**src/rtl/cpu_types_pkg.sv**
```systemverilog
// Shared CPU types used by the instruction cache.
// Struct widths match the default 16-frame configuration.
package cpu_types_pkg;

  localparam int ICACHE_SETS  = 16;
  localparam int ICACHE_IDX_W = 4;
  localparam int ICACHE_TAG_W = 26;

  typedef struct packed {
    logic [ICACHE_TAG_W-1:0] tag;
    logic [ICACHE_IDX_W-1:0] idx;
    logic [1:0]              bytoff;
  } icachef_t;

  typedef struct packed {
    logic                    valid;
    logic [ICACHE_TAG_W-1:0] tag;
    logic [31:0]             data;
  } icache_frame_t;

  typedef enum logic {
    IDLE,
    FETCH
  } icache_state_t;

endpackage

```
**src/rtl/icache.sv**
```systemverilog
// Direct-mapped, one-word-per-frame instruction cache.
// Same-cycle hits; misses fill one word through a two-state FSM.
module icache
  import cpu_types_pkg::*;
#(
  parameter int SETS = 16
) (
  input  logic        CLK,
  input  logic        RST,
  input  logic        imemREN,
  input  logic [31:0] imemaddr,
  output logic        ihit,
  output logic [31:0] imemload,
  output logic        iREN,
  output logic [31:0] iaddr,
  input  logic        iwait,
  input  logic [31:0] iload
);

  localparam int IDX_W = $clog2(SETS);
  localparam int TAG_W = 30 - IDX_W;

  icache_state_t state_q, state_d;
  logic [29:0]   miss_q, miss_d;

  logic             valid_q [SETS];
  logic [TAG_W-1:0] tag_q   [SETS];
  logic [31:0]      data_q  [SETS];

  logic [IDX_W-1:0] idx;
  logic [TAG_W-1:0] tag;
  logic [IDX_W-1:0] miss_idx;
  logic [TAG_W-1:0] miss_tag;
  logic             match;
  logic             fill;
  logic             unused_off;

  assign idx        = imemaddr[IDX_W+1:2];
  assign tag        = imemaddr[31:IDX_W+2];
  assign miss_idx   = miss_q[IDX_W-1:0];
  assign miss_tag   = miss_q[29:IDX_W];
  assign match      = valid_q[idx] && (tag_q[idx] == tag);
  assign imemload   = data_q[idx];
  assign unused_off = ^imemaddr[1:0];

  always_comb begin
    state_d = state_q;
    miss_d  = miss_q;
    fill    = 1'b0;
    ihit    = 1'b0;
    iREN    = 1'b0;
    iaddr   = '0;
    unique case (state_q)
      IDLE: begin
        ihit = imemREN & match;
        if (imemREN && !match) begin
          miss_d  = imemaddr[31:2];
          state_d = FETCH;
        end
      end
      FETCH: begin
        iREN  = 1'b1;
        iaddr = {miss_q, 2'b00};
        if (!iwait) begin
          fill    = 1'b1;
          state_d = IDLE;
        end
      end
      default: state_d = IDLE;
    endcase
  end

  always_ff @(posedge CLK) begin
    if (RST) begin
      state_q <= IDLE;
      miss_q  <= '0;
      for (int i = 0; i < SETS; i++) valid_q[i] <= 1'b0;
    end else begin
      state_q <= state_d;
      miss_q  <= miss_d;
      if (fill) valid_q[miss_idx] <= 1'b1;
    end
  end

  // Tag/data arrays carry no reset; a fill racing RST is dropped.
  always_ff @(posedge CLK) begin
    if (!RST && fill) begin
      tag_q[miss_idx]  <= miss_tag;
      data_q[miss_idx] <= iload;
    end
  end

endmodule
```
**config.mk**
```make
export PLATFORM = sky130hd
export DESIGN_NAME = icache
export DESIGN_NICKNAME = d
export VERILOG_FILES = /design/src/rtl/cpu_types_pkg.sv /design/src/rtl/icache.sv
export SDC_FILE = /design/constraint.sdc
export NUM_CORES = 1
export LEC_CHECK = 0
export ABC_AREA = 1
export CAP_MARGIN = 20
export CORE_ASPECT_RATIO = 1.4
export CORE_MARGIN = 2
export CORE_UTILIZATION = 60
export DETAILED_ROUTE_END_ITERATION = 16
export DONT_BUFFER_PORTS = 1
export PLACE_DENSITY = 0.76
export SLEW_MARGIN = 20
export SYNTH_ARGS = -nofsm -noshare
export SYNTH_HDL_FRONTEND = slang
export SYNTH_SLANG_ARGS = --single-unit
```
**constraint.sdc**
```tcl
create_clock -name CLK -period 6.1 [get_ports CLK]
set_clock_uncertainty 0.15 [all_clocks]
set_input_delay 1.22 -clock CLK [delete_from_list [all_inputs] [get_ports CLK]]
set_output_delay 1.22 -clock CLK [all_outputs]
set_load 0.1 [all_outputs]
```
==> flow_metrics.py <==
metrics = {
    "status": {
        "status": "finished clean",
    },
    "detailed_routing": {
        "drtIter0Drc": 3406,
        "first_pass_iters": 6,
        "vias": 26939,
        "ant_nets": 0,
        "via_per_inst": 6.230,
        "post-route-drc-count": 0,
        "wl_um": 100600,
        "avgRoutedWirePerCell_um": 23.27,
    },
    "placement": {
        "place_inst": 4165,
        "hpwl_um": 52370,
        "portBuffers": 0,
        "pre_cts_slack_ns": 0.9513,
        "gp_congestion": 0.8989,
    },
    "cts": {
        "cts_max_level": 3,
        "hold_buffers": 0,
        "cts_setup_buffers": 0,
        "clk_pin_slew_ns": 0.06,
        "clk_latency_ns": 0.66,
        "numCtsBuffers": 86,
        "cts_tree": "built",
        "cts.sinks": 975,
        "cts-root-buf": "clkbuf_16",
        "clockBufferDepth": 3,
        "cts_resized": 0,
    },
    "finish": {
        "layout-drive-gt1-share_pct": 6.544,
        "stdcell_count": 4324,
        "fin_nets": 3467,
        "syn_to_final_growth_pct": 8.687,
        "num_antenna_cells": 0,
        "final_util_pct": 65.61,
    },
    "global_route": {
        "busiest_layer": "met2",
        "grt_pass1_vias": 26352,
        "grt_use_total_pct": 29.06,
        "met3_usage_pct": 5.341,
        "met1_usage_pct": 36.83,
        "grt_overflow": 0,
        "use_met2_pct": 48.78,
        "grt_pass1_wl_um": 150900,
        "antenna_found_initial": 0,
        "grt_max_degree": 493,
    },
    "power": {
        "combPwrFrac_pct": 6.5,
        "clock_power_share_pct": 38.1,
        "pwr_density_cell_nw_per_um2": 310.0,
        "seq_power_share_pct": 55.4,
        "switching_share_pct": 22.95,
        "vdd_drop_max_mv": 0.2680,
        "intPower_mw": 10.39,
        "leakagePower_nw": 15.91,
        "p_switching_mw": 3.094,
    },
    "sta": {
        "drv_slew": 0,
        "slew-limit-headroom_pct": 30.81,
        "tightestPinTransition_ns": 1.035,
        "clock.fmax_ghz": 0.1843,
        "finalSetupViolations": 0,
        "fin_ws_ns": 0.6726,
        "period_needed_ns": 5.427,
        "finalSetupTns_ns": 0,
        "period_share_pct": 88.97,
        "hold_slack_ns": 0.3255,
        "rsz0062_at_grt": "no",
        "final-hold-violation-count": 0,
    },
    "setup_path": {
        "crit_required_ns": 4.73,
        "setup.worst_path.start_class": "input port",
        "critPathCaptureType": "output pin",
        "critPathMaxFanout": 492,
        "reg2reg_depth": 5,
        "crit_type": "in -> out",
        "r2r_end": "tag_q[8][6]",
        "regToRegStartpoint": "state_q",
        "arrival_ns": 4.06,
        "reg2reg_slack_ns": 2.82,
    },
    "die": {
        "die_h_um": 309.6,
        "fp.dieW_um": 222.3,
        "dieArea_um2": 68800,
        "core-area_um2": 66280,
        "fp-row-count": 112,
        "start_util_pct": 60.37,
        "io_pins": 134,
    },
    "logic_synthesis": {
        "yosys_warnings": 0,
        "ys_ff_latch": 975,
        "ys_types": 28,
        "synth_top_area_share_pct": 69.64,
        "synthTopCellsByArea": "edfxtp_1 70%, nand2_1 7.1%, nand3_1 4.1%, nor2_1 3.9%, o21ai_0 3.3%",
        "ys_seq_area_share_pct": 71.99,
        "syn_area_um2": 40010,
        "syn_inst": 3441,
        "avgSynthCellArea_um2": 11.63,
        "yosysTopAreaCell": "edfxtp_1",
    },
    "min_path": {
        "whs_endpoint": "valid_q[12]",
        "hp-class": "reg -> reg",
        "hp-start": "valid_q[12]",
        "hold_path_depth": 2,
    },
    "job": {
        "cap_violations": 0,
    },
}
## cells in the final DEF, fill, tap and decap left out, types with 26 or more instances in the layout
cell type	Yosys	routed
o21ai_0	266	266
edfxtp_1	928	928
nand2_1	760	760
o211ai_1	54	54
inv_1	240	238
o221ai_1	89	89
o22ai_1	54	54
clkbuf_1	107	26
nor2_1	420	404
dfxtp_1	47	46
clkbuf_16	0	88
buf_4	8	71
nand3_1	327	327
## critical path, stage by stage
cell and delay (ns):
clkinv_8 0.48, buf_4 0.47, nand2_1 0.09, nand2_1 0.07
nand2_1 0.05, nand3_1 0.07, nand3_1 0.20, nand3_1 0.22
nand2_1 0.07, nor2_1 0.10, nand2_1 0.06, nor2_1 0.09
nand2_1 0.10, nor3_2 0.31, buf_16 0.22
## worst max-delay path by stage
stage / from / end / slack [ns] / cells past startpoint
floorplan: imemaddr[2] / ihit / 0.27 / 16
global placement: imemaddr[2] / ihit / 0.95 / 15
detailed placement: imemaddr[2] / ihit / 0.95 / 15
CTS: imemaddr[2] / ihit / 0.92 / 15
global route: imemaddr[2] / ihit / 0.32 / 15
finish: imemaddr[2] / ihit / 0.67 / 15
## layer usage
metal / vias up / part of all wire (%)
met1: 13125 / 36
met2: 1568 / 49
met5: - / 0
li1: 11936 / -
met3: 310 / 10
met4: 0 / 4.4
## synthesized netlist by cell type (all sizes together)
| library cell | count |
|---|---|
| edfxtp | 928 |
| nand2 | 760 |
| nor2 | 422 |
| nand3 | 327 |
| o21ai | 290 |
| inv | 243 |
| buf | 107 |
| clkbuf | 107 |
| o221ai | 89 |
| o211ai | 54 |
| o22ai | 54 |
| dfxtp | 47 |
| or2 | 6 |
| a21oi | 2 |
| nor3 | 2 |
| clkinv | 1 |
| conb | 1 |
| nand3b | 1 |
## power by group through the flow
stage / sequential (mW) / combinational [mW] / clock, mW
3_5_place_dp: 7.61 / 0.870 / 0
2_1_floorplan: 7.58 / 0.753 / 0
4_1_cts: 7.46 / 0.876 / 5.17
3_3_place_gp: 7.60 / 0.846 / 0
5_1_grt: 7.47 / 0.948 / 5.42
6_report: 7.47 / 0.881 / 5.13
## cell type report
cell class              instances  area [µm²]
flip-flops and latches        975       28810
clock inverters                39       265.3
repair buffers                 83       787.0
fillers                      4587       22790
inverters                     244       935.9
well taps                     855        1070
multi-input cells            2009        9255
clock buffers                 119        2369
## state kept, by name, summed over array words and instances (netlist names)
register and count:
data_q 512, state_q 1, valid_q 16, miss_q 30
tag_q 416
## cells by family (layout without fill, tap and decap cells)
| kind of cell | Yosys count | after routing | synth area share (%) |
|---|---|---|---|
| flip-flops | 975 | 975 | 71.99 |
| buffers and inverters | 458 | 485 | 5.200 |
| AND/OR/NAND/NOR | 1518 | 1518 | 15.34 |
| other | 1 | 2 | 0.009372 |
| AO/OA/AOI/OAI | 489 | 489 | 7.458 |
## metrics by stage
stage / power [mW] / cell area [µm²]
after floorplan: 8.336 / 40020
after global placement: 8.447 / 40800
after detailed placement: 8.478 / 40830
after CTS: 13.51 / 43460
after global routing: 13.84 / 43490
final: 13.48 / 43490
Note: power is estimated with default switching activity, not from simulation.
